**src/rtl/pipelined_write_rx.sv**
```systemverilog
// Receive stage for the pipelined write stream: assembles a command plus 1-4 data
// beats into a 32-bit write, queues it in a small FIFO, and raises wdone/error flags.
module pipelined_write_rx #(
  parameter int FIFO_DEPTH = 2
) (
  input  logic        clk,
  input  logic        rst_n,
  input  logic [9:0]  pw_bus,
  output logic        wr_vld,
  input  logic        wr_rdy,
  output logic [31:0] wr_data,
  output logic [2:0]  wr_len,
  output logic [2:0]  wr_type,
  output logic        wdone,
  output logic        err_proto,
  output logic        err_ovf
);

  localparam int AW = (FIFO_DEPTH > 1) ? $clog2(FIFO_DEPTH) : 1;
  localparam logic [2:0] WT_MULTI  = 3'd1;
  localparam logic [2:0] WT_SINGLE = 3'd2;
  localparam logic [1:0] CT_IDLE   = 2'd0;
  localparam logic [1:0] CT_VALID  = 2'd1;
  localparam logic [1:0] CT_DONE   = 2'd2;

  typedef enum logic {CMD, DATA} state_t;

  state_t      state_p0, state_nxt;
  logic [1:0]  cnt_p0, last_p0;
  logic [2:0]  type_p0;
  logic [31:0] asm_p0, fin_data;
  logic        load_cmd, store_beat, complete, proto_err;

  logic        cmd_val;
  logic [1:0]  cmd_num, cyc;
  logic [2:0]  cmd_type;
  logic [7:0]  dat;

  assign cmd_val  = pw_bus[5];
  assign cmd_num  = pw_bus[4:3];
  assign cmd_type = pw_bus[2:0];
  assign cyc      = pw_bus[9:8];
  assign dat      = pw_bus[7:0];

  logic [31:0] mem_data [FIFO_DEPTH];
  logic [2:0]  mem_len  [FIFO_DEPTH];
  logic [2:0]  mem_type [FIFO_DEPTH];
  logic [AW:0] wr_ptr, rd_ptr;
  logic        full, pop, push;

  always_comb begin
    state_nxt  = state_p0;
    load_cmd   = 1'b0;
    store_beat = 1'b0;
    complete   = 1'b0;
    proto_err  = 1'b0;
    case (state_p0)
      CMD: begin
        if (cmd_val) begin
          if (cmd_type > WT_SINGLE) begin
            proto_err = 1'b1;
          end else begin
            load_cmd  = 1'b1;
            state_nxt = DATA;
          end
        end
      end
      DATA: begin
        // Beat count never exceeds last index, so "count < N-1" reduces to inequality.
        if (cyc == CT_VALID && cnt_p0 != last_p0) begin
          store_beat = 1'b1;
        end else if (cyc == CT_DONE && cnt_p0 == last_p0) begin
          complete  = 1'b1;
          state_nxt = CMD;
        end else if (cyc != CT_IDLE) begin
          proto_err = 1'b1;
          state_nxt = CMD;
        end
      end
      default: state_nxt = CMD;
    endcase
  end

  always_comb begin
    fin_data = asm_p0;
    fin_data[{cnt_p0, 3'b000} +: 8] = dat;
  end

  assign wr_vld = (wr_ptr != rd_ptr);
  assign full   = (wr_ptr[AW] != rd_ptr[AW]) && (wr_ptr[AW-1:0] == rd_ptr[AW-1:0]);
  assign pop    = wr_vld & wr_rdy;
  assign push   = complete & (~full | pop);

  assign wr_data = wr_vld ? mem_data[rd_ptr[AW-1:0]] : 32'd0;
  assign wr_len  = wr_vld ? mem_len[rd_ptr[AW-1:0]]  : 3'd0;
  assign wr_type = wr_vld ? mem_type[rd_ptr[AW-1:0]] : 3'd0;

  // Control state: FSM, beat counter, FIFO pointers and status flags.
  always_ff @(posedge clk or negedge rst_n) begin
    if (!rst_n) begin
      state_p0  <= CMD;
      cnt_p0    <= 2'd0;
      last_p0   <= 2'd0;
      type_p0   <= 3'd0;
      wr_ptr    <= '0;
      rd_ptr    <= '0;
      wdone     <= 1'b0;
      err_proto <= 1'b0;
      err_ovf   <= 1'b0;
    end else begin
      state_p0 <= state_nxt;
      if (load_cmd) begin
        cnt_p0  <= 2'd0;
        last_p0 <= cmd_num - 2'd1;
        type_p0 <= cmd_type;
      end else if (store_beat) begin
        cnt_p0 <= cnt_p0 + 2'd1;
      end
      if (push) wr_ptr <= wr_ptr + {{AW{1'b0}}, 1'b1};
      if (pop)  rd_ptr <= rd_ptr + {{AW{1'b0}}, 1'b1};
      wdone     <= ((type_p0 == WT_MULTI) && (store_beat || complete)) ||
                   ((type_p0 == WT_SINGLE) && push);
      err_proto <= proto_err;
      if (complete && !push) err_ovf <= 1'b1;
    end
  end

  // Datapath: assembly register and FIFO storage carry no reset.
  always_ff @(posedge clk) begin
    if (load_cmd) begin
      asm_p0 <= 32'd0;
    end else if (store_beat) begin
      asm_p0[{cnt_p0, 3'b000} +: 8] <= dat;
    end
    if (push) begin
      mem_data[wr_ptr[AW-1:0]] <= fin_data;
      mem_len[wr_ptr[AW-1:0]]  <= {1'b0, last_p0} + 3'd1;
      mem_type[wr_ptr[AW-1:0]] <= type_p0;
    end
  end

endmodule
```
**config.mk**
```make
export PLATFORM = sky130hd
export DESIGN_NAME = pipelined_write_rx
export DESIGN_NICKNAME = d
export VERILOG_FILES = /design/src/rtl/pipelined_write_rx.sv
export SDC_FILE = /design/constraint.sdc
export NUM_CORES = 1
export LEC_CHECK = 0
export CORE_AREA = 2 2 100 175
export DETAILED_ROUTE_END_ITERATION = 12
export DIE_AREA = 0 0 102 177
export PLACE_DENSITY = 0.56
export SLEW_MARGIN = 20
export SYNTH_ARGS = -nofsm -noshare
export SYNTH_HDL_FRONTEND = slang
export SYNTH_SLANG_ARGS = --single-unit
export TNS_END_PERCENT = 5
```
**constraint.sdc**
```tcl
create_clock -name clk -period 9.75 [get_ports clk]
set_input_delay 0.975 -clock clk [delete_from_list [all_inputs] [get_ports clk]]
set_output_delay 0.975 -clock clk [all_outputs]
set_load 0.01 [all_outputs]
```
* Yosys cells after proc, flatten, opt, wreduce, memory -nomap -nowiden *
Memory sizes are Yosys's and may differ from the RTL's.
Cells that the tools add are included.

word-level totals
  bits in registers = 47
  memory bits (writable) = 76
  bits of input ports = 13
  word-level logic and storage cells = 73
  memories = 3

cells by class
  add/subtract/negate cells = 6
  order comparisons = 1
  equality and inequality tests = 9
  shift operators = 2
  mux-type cells = 26
  bitwise logic cells = 5
  reductions and logical operators = 11

memory list
  name      words  bits a word  rd ports  clocked after Yosys merged registers in  write ports  line  text
  mem_data  2      32           1         0                                        1            45    logic [31:0] mem_data [FIFO_DEPTH];
  mem_len   2      3            1         0                                        1            46    logic [2:0] mem_len [FIFO_DEPTH];
  mem_type  2      3            1         0                                        1            47    logic [2:0] mem_type [FIFO_DEPTH];

operator list
  cell                    count
  $bwmux 32               1
  $mux 32                 1
  $shift 8x7->32 const A  1
  $shiftx 8x7->32         1
  $mux 1                  18
  $neg 5->7               1
  $add 2x1->2 const B     3
  $logic_and 1x1->1       6
  $mux 3                  2
  $mux 2                  2
  $ne 2x2->1              2
  $pmux 1 s2              2
  $reduce_bool 2->1       2
  $add 2x1->3 const B     1
  $eq 3x1->1 const B      1
  $eq 3x2->1 const B      1
  $gt 3x2->1 const B      1
  $and 1x1->1             2
  $eq 2x1->1 const B      1
  $eq 2x2->1              1
  $eq 2x2->1 const B      1
  $logic_or 1x1->1        2
  $not 1->1               2
  $sub 2x1->2 const B     1
  other kinds (4)         4

* Logic depth before layout (Yosys ltp) *
Gate-level depths: netlist of run 1.

  word-level depth = 8
  gate-level depth with buffers = 9
  depth with buffers taken out = 6

* Worst setup path after synthesis of run 1 *
Ideal clock, no wire load.

  kind = input-to-reg
  start point = in pw_bus[9]
  end point = mem mem_data[0][0] (enable)
  setup time = 0.433 ns
  arrival time = 3.006 ns
  data required time = 9.317 ns
  setup slack = 6.311 ns
  stages on the path = 3
  buffers on the path = 0
  path through = nor2b_1 nand4b_1 nor2_1

on the way
  longest elaborated chain between the ends = 8
  elaborated cells between the ends (all ways) = 10
  those cells by class = 2 x eq/ne; 5 x mux; 1 x bitwise; 2 x reduce/logical

ends and longest elaborated chain
  element                         line  text
  start, declared                 8     input logic [9:0] pw_bus,
  $eq 2x2->1                      72    end else if (cyc == CT_DONE && cnt_p0 == last_p0) begin
  $logic_and 1x1->1               72
  $mux 1                          72
  $mux 1 *                        70    if (cyc == CT_VALID && cnt_p0 != last_p0) begin
  $mux 1 *                        57    case (state_p0)
  $and 1x1->1 *                   92    assign push = complete & (~full | pop);
  $mux 1 *                        135   if (push) begin
  $mux 1 (not written as such) *  136   mem_data[wr_ptr[AW-1:0]] <= fin_data;
  end, declared                   45

Mark *: on every way between the ends. The rest lies on a longest branch, timed or not.

* Worst setup path in the final report of run 1 *
  start point = reg rd_ptr[0]
  end point = out wr_data[21]

on the way
  longest elaborated chain between the ends = 2
  elaborated cells between the ends (all ways) = 3
  those cells by class = 1 x eq/ne; 1 x mux; 1 x memory

ends and longest elaborated chain
  element                                            line  text
  start, declared                                    48    logic [AW:0] wr_ptr, rd_ptr;
  start signal, assigned                             120   if (pop) rd_ptr <= rd_ptr + {{AW{1'b0}}, 1'b1};
  $mem_v2 2x32 / $ne 2x2->1 (equally long branches)  n/a
  $mux 32 *                                          94    assign wr_data = wr_vld ? mem_data[rd_ptr[AW-1:0]] : 32'd0;
  end, declared                                      11    output logic [31:0] wr_data,

Marked as above.

==> run_results.csv, run 1 <==
group,metric,value,unit
cts,tritoncts.num_buffers,17,
cts,clock_insertion_delay_worst_skew,0.41,ns
placed_design,buffer_ports.inserted,54,
yosys,netlist_instances,438,
finish,multi_input_area,1830,µm²
cts,cts-hold-fix-buffers,0,
cts,buffer_levels_on_the_longest_clock_path,2,
critical_path,crit_path_max_incr_delay,0.59,ns
timing,period_share,0.347,
die,starting_density_of_the_core,0.323,
yosys,synth_edf_count,76,
timing,finalWorstPathRequiredPeriod,3.39,ns
die,core_area,16700,µm²
drt,drt_pre_antenna_iters,6,
critical_path,worst_r2r_startpoint,"cnt_p0[0]",
placed_design,dp_hpwl,8180,µm
critical_path,required,8.78,ns
timing,report.final.setup_viol,0,
power_and_ir_drop,power.static_leakage,0.00258,µW
global_routing,antenna_found_initial,0,
placed_design,routabilityCongestion,0.802,
critical_path,start_kind,"flop",
critical_path,timing_worst_setup_path_type,"flop to output pin",
timing,fmax,0.295,GHz
critical_path,cp.arrival,2.41,ns
run_status,status,"finished clean",
finish,mostFrequentLayoutCells,"sky130_fd_sc_hd__edfxtp_1 (76), sky130_fd_sc_hd__clkdlybuf4s50_1 (54), sky130_fd_sc_hd__nor2_1 (46)",
power_and_ir_drop,power_density,292,nW/µm²
global_routing,gr-usage-all-layers,0.138,
finish,insertedDiodeCount,0,
cts,clock_tree_from_tritoncts,"yes",
critical_path,cp_top_family,"buffers and inverters",
drt,viasPerCell,4.83,
finish,most_common_cell_after_layout_fill_and_taps_aside,"sky130_fd_sc_hd__edfxtp_1",
finish,drive_above_1_share,0.105,
min_path,min_path_cells,2,
timing,timing.clock.skew,0.0101,ns
critical_path,critPathMaxFanout,30,
critical_path,end_kind,"output pin",
timing,grt_setup_unrepaired,"no",
finish,finish.instance_area,6740,µm²
yosys,synth_warnings,0,
timing,tightest_slew,0.728,ns
min_path,holdCritStartpoint,"asm_p0[15]",
die,die_height,177,µm
yosys,synth_seq_area_share,0.611,
cts,clk_root_buffer_cell,"sky130_fd_sc_hd__clkbuf_16",
power_and_ir_drop,ir_drop,0.123,mV
finish,flow.area_growth_from_synthesis,24.9,%
placed_design,placed_area,6120,µm²
drt,postRouteAntennaNets,0,
timing,setup_tns,0,ns
drt,drt-total-wl,11900,µm
cts,h-tree-depth,4,
timing,finalHoldViolations,0,
timing,timing.slew.headroom,0.513,
global_routing,grt_first_pass_wirelength,18900,µm
critical_path,reg2reg_to,"mem_data[1][21]",
critical_path,cp_slowest_cell,"sky130_fd_sc_hd__dfrtp_2",
global_routing,grt_pass1_vias,3516,
yosys,post_synth.cell_area_avg,12.3,µm²
critical_path,ff2ff_path_depth,6,
global_routing,maximum_number_of_pins_on_one_net_before_global_route_repair,40,
drt,drt_iter0_drc,232,
yosys,postSynthRegisterBits,123,
finish,sequential_cell_area,3300,µm²
die,die_w,102,µm
job,cap_violations,0,
drt,drc_errors,0,
cts,postCtsSetupBuffers,0,
global_routing,overflow,0,
die,row_count,63,
min_path,hold_path.class,"flop to flop",
finish,fillCellCount,1589,
critical_path,rrSetupSlack,6.90,ns
timing,timing_max_transition_violations_final,0,
yosys,ys_dominant_reg_cell,"sky130_fd_sc_hd__edfxtp_1",
yosys,synth.lib_cells_used.distinct,45,
cts,clk_pin_slew_worst_paths,0.06,ns
die,fp.dieArea,18100,µm²
critical_path,worstPathBufferInverterCount,2,
min_path,holdPathEnd,"asm_p0[15]",
die,top_level_ports,55,
yosys,synth_async_sr_flop_share,0.122,
drt,post_drt_wl_per_cell,16.2,µm
finish,final_net_count,510,
critical_path,worstPathCellList,"buf_4, mux2i_1, nor2_1, clkdlybuf4s50_1",
cts,post_cts_resized,0,
yosys,postSynthNetCount,457,
drt,num_vias,3530,
cts,cts_sink_cnt,123,
yosys,synth_area,5400,µm²
per-stage QoR:
step           utilization  worst slack [ns]  instances  total power [µW]  hold slack, ns
2_1_floorplan            -              6.31        438              1070           0.449
3_3_place_gp         0.366              6.36        698              1340           0.456
3_5_place_dp         0.366              6.28        698              1350           0.468
4_1_cts              0.402              6.34        730              1990           0.477
5_1_grt              0.404              6.24        731              2070           0.503
6_report             0.404              6.36        731              1970           0.475
cells in the mapped netlist, types with 2 or more instances:
cell type                   number  area (µm²)
sky130_fd_sc_hd__nand4b_1        2        17.5
sky130_fd_sc_hd__a41o_1          3        30.0
sky130_fd_sc_hd__nand3b_2        2        22.5
sky130_fd_sc_hd__and2_1          3        18.8
sky130_fd_sc_hd__o22ai_1        15        93.8
sky130_fd_sc_hd__o21ai_0        21         105
sky130_fd_sc_hd__xnor2_1         7        61.3
sky130_fd_sc_hd__a32o_1         20         200
sky130_fd_sc_hd__dfrtp_1        15         375
sky130_fd_sc_hd__nor2b_1        11        68.8
sky130_fd_sc_hd__clkbuf_1        7        26.3
sky130_fd_sc_hd__nor3_4          2        32.5
sky130_fd_sc_hd__mux2i_1        41         410
sky130_fd_sc_hd__o21ai_1         2        10.0
sky130_fd_sc_hd__edfxtp_1       76        2280
sky130_fd_sc_hd__inv_1          33         124
sky130_fd_sc_hd__nor2_1         48         180
sky130_fd_sc_hd__o311a_1        10         100
sky130_fd_sc_hd__nor4bb_1        2        20.0
sky130_fd_sc_hd__dfxtp_1        32         641
sky130_fd_sc_hd__nand2b_1        6        37.5
sky130_fd_sc_hd__buf_2          12        60.1
sky130_fd_sc_hd__or2_2           2        12.5
sky130_fd_sc_hd__and3_1          2        12.5
sky130_fd_sc_hd__nand3_1         6        30.0
sky130_fd_sc_hd__a21oi_1         3        15.0
sky130_fd_sc_hd__nand2_1        23        86.3
sky130_fd_sc_hd__o2bb2ai_1       5        43.8
sky130_fd_sc_hd__xor2_1          2        17.5
sky130_fd_sc_hd__ha_1            6        75.1
sky130_fd_sc_hd__buf_6           5        56.3
worst max path at each step:
stage	startpoint	endpoint	slack [ns]	cells past startpoint
finish	rd_ptr[0]	wr_data[21]	6.36	4
detailed placement	pw_bus[9]	mem_data[1][21]	6.28	6
global placement	pw_bus[9]	mem_data[1][21]	6.36	6
floorplan	pw_bus[9]	mem_data[0][0]	6.31	3
CTS	rd_ptr[0]	wr_data[21]	6.34	4
global route	rd_ptr[0]	wr_data[22]	6.24	4
kinds of logic (layout without fill, tap and decap cells):
group / count (synthesis) / in the layout / synth area share
flip-flops: 123 / 123 / 0.611
AND/OR/NAND/NOR: 116 / 116 / 0.113
AO/OA/AOI/OAI: 82 / 82 / 0.117
buffers and inverters: 60 / 126 / 0.0524
multiplexers: 41 / 41 / 0.0760
XOR/XNOR: 10 / 10 / 0.0176
adder cells (fa/ha/maj): 6 / 6 / 0.0139
worst register-to-register path: stages, from the launching register on:
cell	delay [ns]
sky130_fd_sc_hd__dfrtp_1	0.55
sky130_fd_sc_hd__xor2_2	0.26
sky130_fd_sc_hd__nor2_2	0.15
sky130_fd_sc_hd__buf_4	0.34
sky130_fd_sc_hd__or3b_1	0.44
sky130_fd_sc_hd__inv_1	0.29
sky130_fd_sc_hd__buf_4	0.45
state kept, by name, indices dropped and copies added (netlist names):
name       cells
mem_data      64
err_ovf        1
type_p0        3
cnt_p0         2
wdone          1
rd_ptr         2
last_p0        2
wr_ptr         2
mem_len        6
mem_type       6
state_p0       1
err_proto      1
asm_p0        32
power by group:
group / switching, µW / internal (µW) / total (µW) / leakage (µW)
clock: 231 / 403 / 633 / 0.000287
sequential: 41.2 / 606 / 647 / 0.00118
combinational: 365 / 321 / 686 / 0.00111
cell type report:
type                    instances  area share
clock buffers                  18      0.0636
clock inverters                14      0.0254
inverters                      33      0.0184
multi-input cells             255       0.271
flip-flops and latches        123       0.489
well taps                     227      0.0421
repair buffers                 61      0.0898
per-layer routing:
metal	vias to the layer above	track usage	routed length, µm
met5	-	0	0
met4	0	0.0556	191
met3	13	0.0280	471
met2	80	0.240	6380
met1	1739	0.163	4810
li1	1698	-	-
(Power assumes the default switching activity.)
==> run 2, diff against run 1 <==
PLACE_DENSITY = 0.58   (was 0.56)
clock period = 2.8 ns   (was 9.75 ns; I/O delays follow)
==> run 2 against run 1 <==
Net effect:
- flip-flop and latch count unchanged
- non-clock buffer count grew 5
- largest power group unchanged
- clock skew shrank 0.0012 ns
- sequential share of layout area barely moved
- critical endpoint is now wr_data[3]
- critical path depth unchanged
==> run_results.csv, run 2 (same netlist as run 1, synthesis figures left out) <==
group,metric,value,unit
drt,postRouteAntennaNets,0,
critical_path,critPathMaxFanout,40,
power_and_ir_drop,power_density,995,nW/µm²
critical_path,rrSetupSlack,0.70,ns
placed_design,routabilityCongestion,0.793,
finish,most_common_cell_after_layout_fill_and_taps_aside,"sky130_fd_sc_hd__edfxtp_1",
placed_design,placed_area,6190,µm²
critical_path,cp.arrival,2.28,ns
timing,setup_slack,0.241,ns
timing,fmax,0.391,GHz
finish,mostFrequentLayoutCells,"sky130_fd_sc_hd__edfxtp_1 (76), sky130_fd_sc_hd__clkdlybuf4s50_1 (54), sky130_fd_sc_hd__nor2_1 (46)",
drt,drt_iter0_drc,174,
cts,cts_sink_cnt,123,
die,starting_density_of_the_core,0.323,
placed_design,dp_worst_setup_slack,0.469,ns
cts,clk_root_buffer_cell,"sky130_fd_sc_hd__clkbuf_16",
critical_path,start_kind,"flop",
critical_path,required,2.52,ns
timing,setup_tns,0,ns
die,die_w,102,µm
cts,clk_pin_slew_worst_paths,0.05,ns
global_routing,gr-usage-all-layers,0.136,
die,core_area,16700,µm²
cts,clock_tree_from_tritoncts,"yes",
global_routing,antenna_found_initial,0,
global_routing,maximum_number_of_pins_on_one_net_before_global_route_repair,41,
run_status,status,"finished clean",
die,row_count,63,
global_routing,overflow,0,
power_and_ir_drop,post-layout-total-power,6720,µW
drt,viasPerCell,4.88,
power_and_ir_drop,ir_drop,0.370,mV
finish,final_net_count,515,
placed_design,dp_hpwl,7950,µm
cts,buffer_levels_on_the_longest_clock_path,2,
global_routing,grt_pass1_vias,3501,
finish,drive_above_1_share,0.104,
timing,period_share,0.914,
timing,timing.slew.headroom,0.540,
drt,drc_errors,0,
die,fp.dieArea,18100,µm²
timing,finalWorstPathRequiredPeriod,2.56,ns
timing,final.hold.worst_slack,0.290,ns
drt,num_vias,3591,
timing,grt_setup_unrepaired,"no",
power_and_ir_drop,power.static_leakage,0.00259,µW
drt,drt_pre_antenna_iters,6,
placed_design,buffer_ports.inserted,54,
timing,timing_max_transition_violations_final,0,
drt,post_drt_wl_per_cell,15.9,µm
global_routing,grt_first_pass_wirelength,18400,µm
min_path,hold_path.class,"input port to asynchronous set/reset pin",
finish,insertedDiodeCount,0,
cts,h-tree-depth,4,
timing,timing.clock.skew,0.00886,ns
die,top_level_ports,55,
cts,tritoncts.num_buffers,17,
finish,fillCellCount,1618,
timing,tightest_slew,0.688,ns
cts,clock_insertion_delay_worst_skew,0.41,ns
finish,finish.instance_area,6750,µm²
critical_path,end_kind,"output pin",
drt,drt-total-wl,11700,µm
timing,finalHoldViolations,0,
die,die_height,177,µm
critical_path,timing_worst_setup_path_type,"flop to output pin",
finish,flow.area_growth_from_synthesis,24.9,%
job,cap_violations,0,
timing,report.final.setup_viol,0,
finish,largest_reg_flops,64,
cts,postCtsSetupBuffers,0,
==> run 2: path summary, 6_finish.rpt <==
check,startpoint,to,cells after the start
max,rd_ptr[0],wr_data[3],4
min,rst_n,rd_ptr[0],1
max reg2reg,cnt_p0[0],asm_p0[16],6
min reg2reg,err_ovf,err_ovf,1
max in group asynchronous,rst_n,rd_ptr[0],1
min in group clk,err_ovf,err_ovf,1
==> run 2: layout make-up <==
cell class                 instances  area (µm²)  area share
clock buffer                      22         454      0.0673
clock inverter                    10         100      0.0148
inverter                          33         124      0.0184
multi-input combinational        255        1830       0.271
sequential                       123        3300       0.489
tap                              227         284      0.0421
timing repair buffer              66         656      0.0971
==> run 2: worst max-delay path: stages (launching register included) <==
cell and delay [ns]:
sky130_fd_sc_hd__dfrtp_2 0.37, sky130_fd_sc_hd__buf_4 0.55, sky130_fd_sc_hd__mux2i_1 0.24, sky130_fd_sc_hd__nor2_1 0.14, sky130_fd_sc_hd__clkdlybuf4s50_1 0.56
==> run 2: metal layers <==
metal / track usage / wire length [µm] / vias to the layer above / share of wire
met5: 0 / 0 / - / 0
met4: 0.0694 / 273 / 0 / 0.023
met2: 0.241 / 6450 / 89 / 0.55
met1: 0.150 / 4520 / 1769 / 0.39
li1: - / - / 1715 / -
met3: 0.0273 / 471 / 18 / 0.040
==> run 2: where the power goes <==
part	switching, µW	internal, µW	leakage (µW)
logic	1330	1140	0.00113
clock network	728	1320	0.000274
registers	84.5	2110	0.00118
==> run 2: what timing repair did <==
| action | 4_1_cts | 5_1_grt |
|---|---|---|
| endpoints found under the setup margin | 0 | 29 |
| hold endpoints to repair | 0 | 0 |
| hold buffers | 0 | 0 |
| gates resized for setup | 0 | 1 |
==> run 2: stage by stage <==
stage,util,instances
detailed placement,0.371,704
global placement,0.371,704
CTS,0.404,736
global route,0.404,736
floorplan,-,438
finish,0.404,736
==> run 3, diff against run 2 <==
CELL_PAD_IN_SITES_DETAIL_PLACEMENT = 0   (was not set)
CELL_PAD_IN_SITES_GLOBAL_PLACEMENT = 1   (was not set)
PLACE_DENSITY = 0.65   (was 0.58)
clock period = 2.69 ns   (was 2.8 ns; I/O delays follow)
==> run 3 against run 2 <==
Net effect:
- combinational power is 4% higher
- clock skew hardly changed
- worst setup slack worse by 0.0057 ns
- largest cell class unchanged
- critical path depth is 1 higher
- largest power group unchanged
==> run_results.csv, run 3 (same netlist as run 1, synthesis figures left out) <==
group,metric,value,unit
critical_path,cp.arrival,2.19,ns
power_and_ir_drop,power_density,1050,nW/µm²
cts,postCtsSetupBuffers,0,
drt,drc_errors,0,
timing,finalWorstPathRequiredPeriod,2.45,ns
run_status,status,"finished clean",
cts,clk_root_buffer_cell,"sky130_fd_sc_hd__clkbuf_16",
global_routing,maximum_number_of_pins_on_one_net_before_global_route_repair,38,
die,core_area,16700,µm²
timing,timing.clock.skew,0.00899,ns
global_routing,antenna_found_initial,0,
drt,viasPerCell,4.74,
drt,drt-total-wl,12000,µm
timing,period_share,0.913,
die,top_level_ports,55,
global_routing,overflow,0,
finish,largest_reg_flops,64,
placed_design,dp_hpwl,8490,µm
critical_path,critPathMaxFanout,15,
critical_path,ff2ff_path_depth,6,
finish,insertedDiodeCount,0,
critical_path,end_kind,"output pin",
timing,report.final.setup_viol,0,
global_routing,gr-usage-all-layers,0.142,
finish,flow.area_growth_from_synthesis,26.6,%
finish,most_common_cell_after_layout_fill_and_taps_aside,"sky130_fd_sc_hd__edfxtp_1",
critical_path,reg2reg_to,"asm_p0[16]",
critical_path,worst_r2r_startpoint,"cnt_p0[0]",
timing,timing_max_transition_violations_final,0,
cts,clock_insertion_delay_worst_skew,0.41,ns
critical_path,timing_worst_setup_path_type,"flop to output pin",
timing,setup_tns,0,ns
die,row_count,63,
cts,h-tree-depth,4,
cts,cts-hold-fix-buffers,0,
die,starting_density_of_the_core,0.323,
cts,buffer_levels_on_the_longest_clock_path,2,
critical_path,startpoint,"rd_ptr[0]",
job,cap_violations,0,
placed_design,buffer_ports.inserted,54,
finish,final_util,0.409,
cts,post_cts_resized,0,
die,fp.dieArea,18100,µm²
drt,drt_iter0_drc,151,
critical_path,required,2.42,ns
cts,tritoncts.num_buffers,17,
placed_design,routabilityCongestion,0.794,
die,die_w,102,µm
power_and_ir_drop,power.static_leakage,0.00264,µW
drt,num_vias,3522,
finish,drive_above_1_share,0.124,
power_and_ir_drop,ir_drop,0.418,mV
drt,postRouteAntennaNets,0,
min_path,hold_path.class,"input port to asynchronous set/reset pin",
global_routing,grt_pass1_vias,3596,
timing,tightest_slew,0.738,ns
cts,clock_tree_from_tritoncts,"yes",
global_routing,grt_first_pass_wirelength,19200,µm
critical_path,rrSetupSlack,0.59,ns
finish,final_net_count,522,
timing,grt_setup_unrepaired,"no",
die,die_height,177,µm
drt,drt_pre_antenna_iters,5,
critical_path,start_kind,"flop",
cts,cts_sink_cnt,123,
timing,timing.slew.headroom,0.507,
timing,finalHoldViolations,0,
cts,clk_pin_slew_worst_paths,0.06,ns
drt,post_drt_wl_per_cell,16.1,µm
power_and_ir_drop,post-layout-total-power,7150,µW
timing,fmax,0.407,GHz
finish,mostFrequentLayoutCells,"sky130_fd_sc_hd__edfxtp_1 (76), sky130_fd_sc_hd__clkdlybuf4s50_1 (54), sky130_fd_sc_hd__nor2_1 (46)",
[run 3: area by class of cell]
class,instances,area (µm²)
inverters,33,124
repair buffers,73,708
flip-flops and latches,123,3300
clock buffers,20,447
fillers,1647,9870
multi-input cells,255,1830
clock inverters,12,148
well taps,227,284
[run 3: worst max-delay path by stage]
stage                                 end  slack (ns)
after floorplan            mem_data[0][0]        0.07
after global placement    mem_data[1][17]        0.39
after detailed placement  mem_data[1][16]        0.36
after CTS                     wr_data[23]        0.16
after global routing          wr_data[23]        0.08
final                         wr_data[23]        0.24
[run 3: critical path: stages, from the launching register on]
cell	delay (ns)
sky130_fd_sc_hd__dfrtp_2	0.51
sky130_fd_sc_hd__xnor2_1	0.17
sky130_fd_sc_hd__and2_1	0.18
sky130_fd_sc_hd__buf_4	0.19
sky130_fd_sc_hd__nor2_1	0.16
sky130_fd_sc_hd__clkdlybuf4s50_1	0.56
[run 3: metrics by stage]
step	std cells	worst slack, ns	cell area, µm²	hold slack, ns
after detailed placement	711	0.361	6250	0.467
after global placement	711	0.392	6250	0.456
final	743	0.235	6840	0.297
after CTS	743	0.155	6840	0.310
after floorplan	438	0.0671	5400	-0.0266
after global routing	743	0.0802	6840	0.352
[run 3: power breakdown]
part,switching [µW],total [µW],internal (µW)
Clock,790,2260,1470
Combinational,1350,2580,1230
Sequential,113,2310,2200
[run 3: layer usage]
metal / vias up / global-route usage / wire length, µm
li1: 1729 / - / -
met1: 1721 / 0.158 / 4760
met2: 60 / 0.252 / 6600
met3: 12 / 0.0344 / 367
met4: 0 / 0.0628 / 218
met5: - / 0 / 0
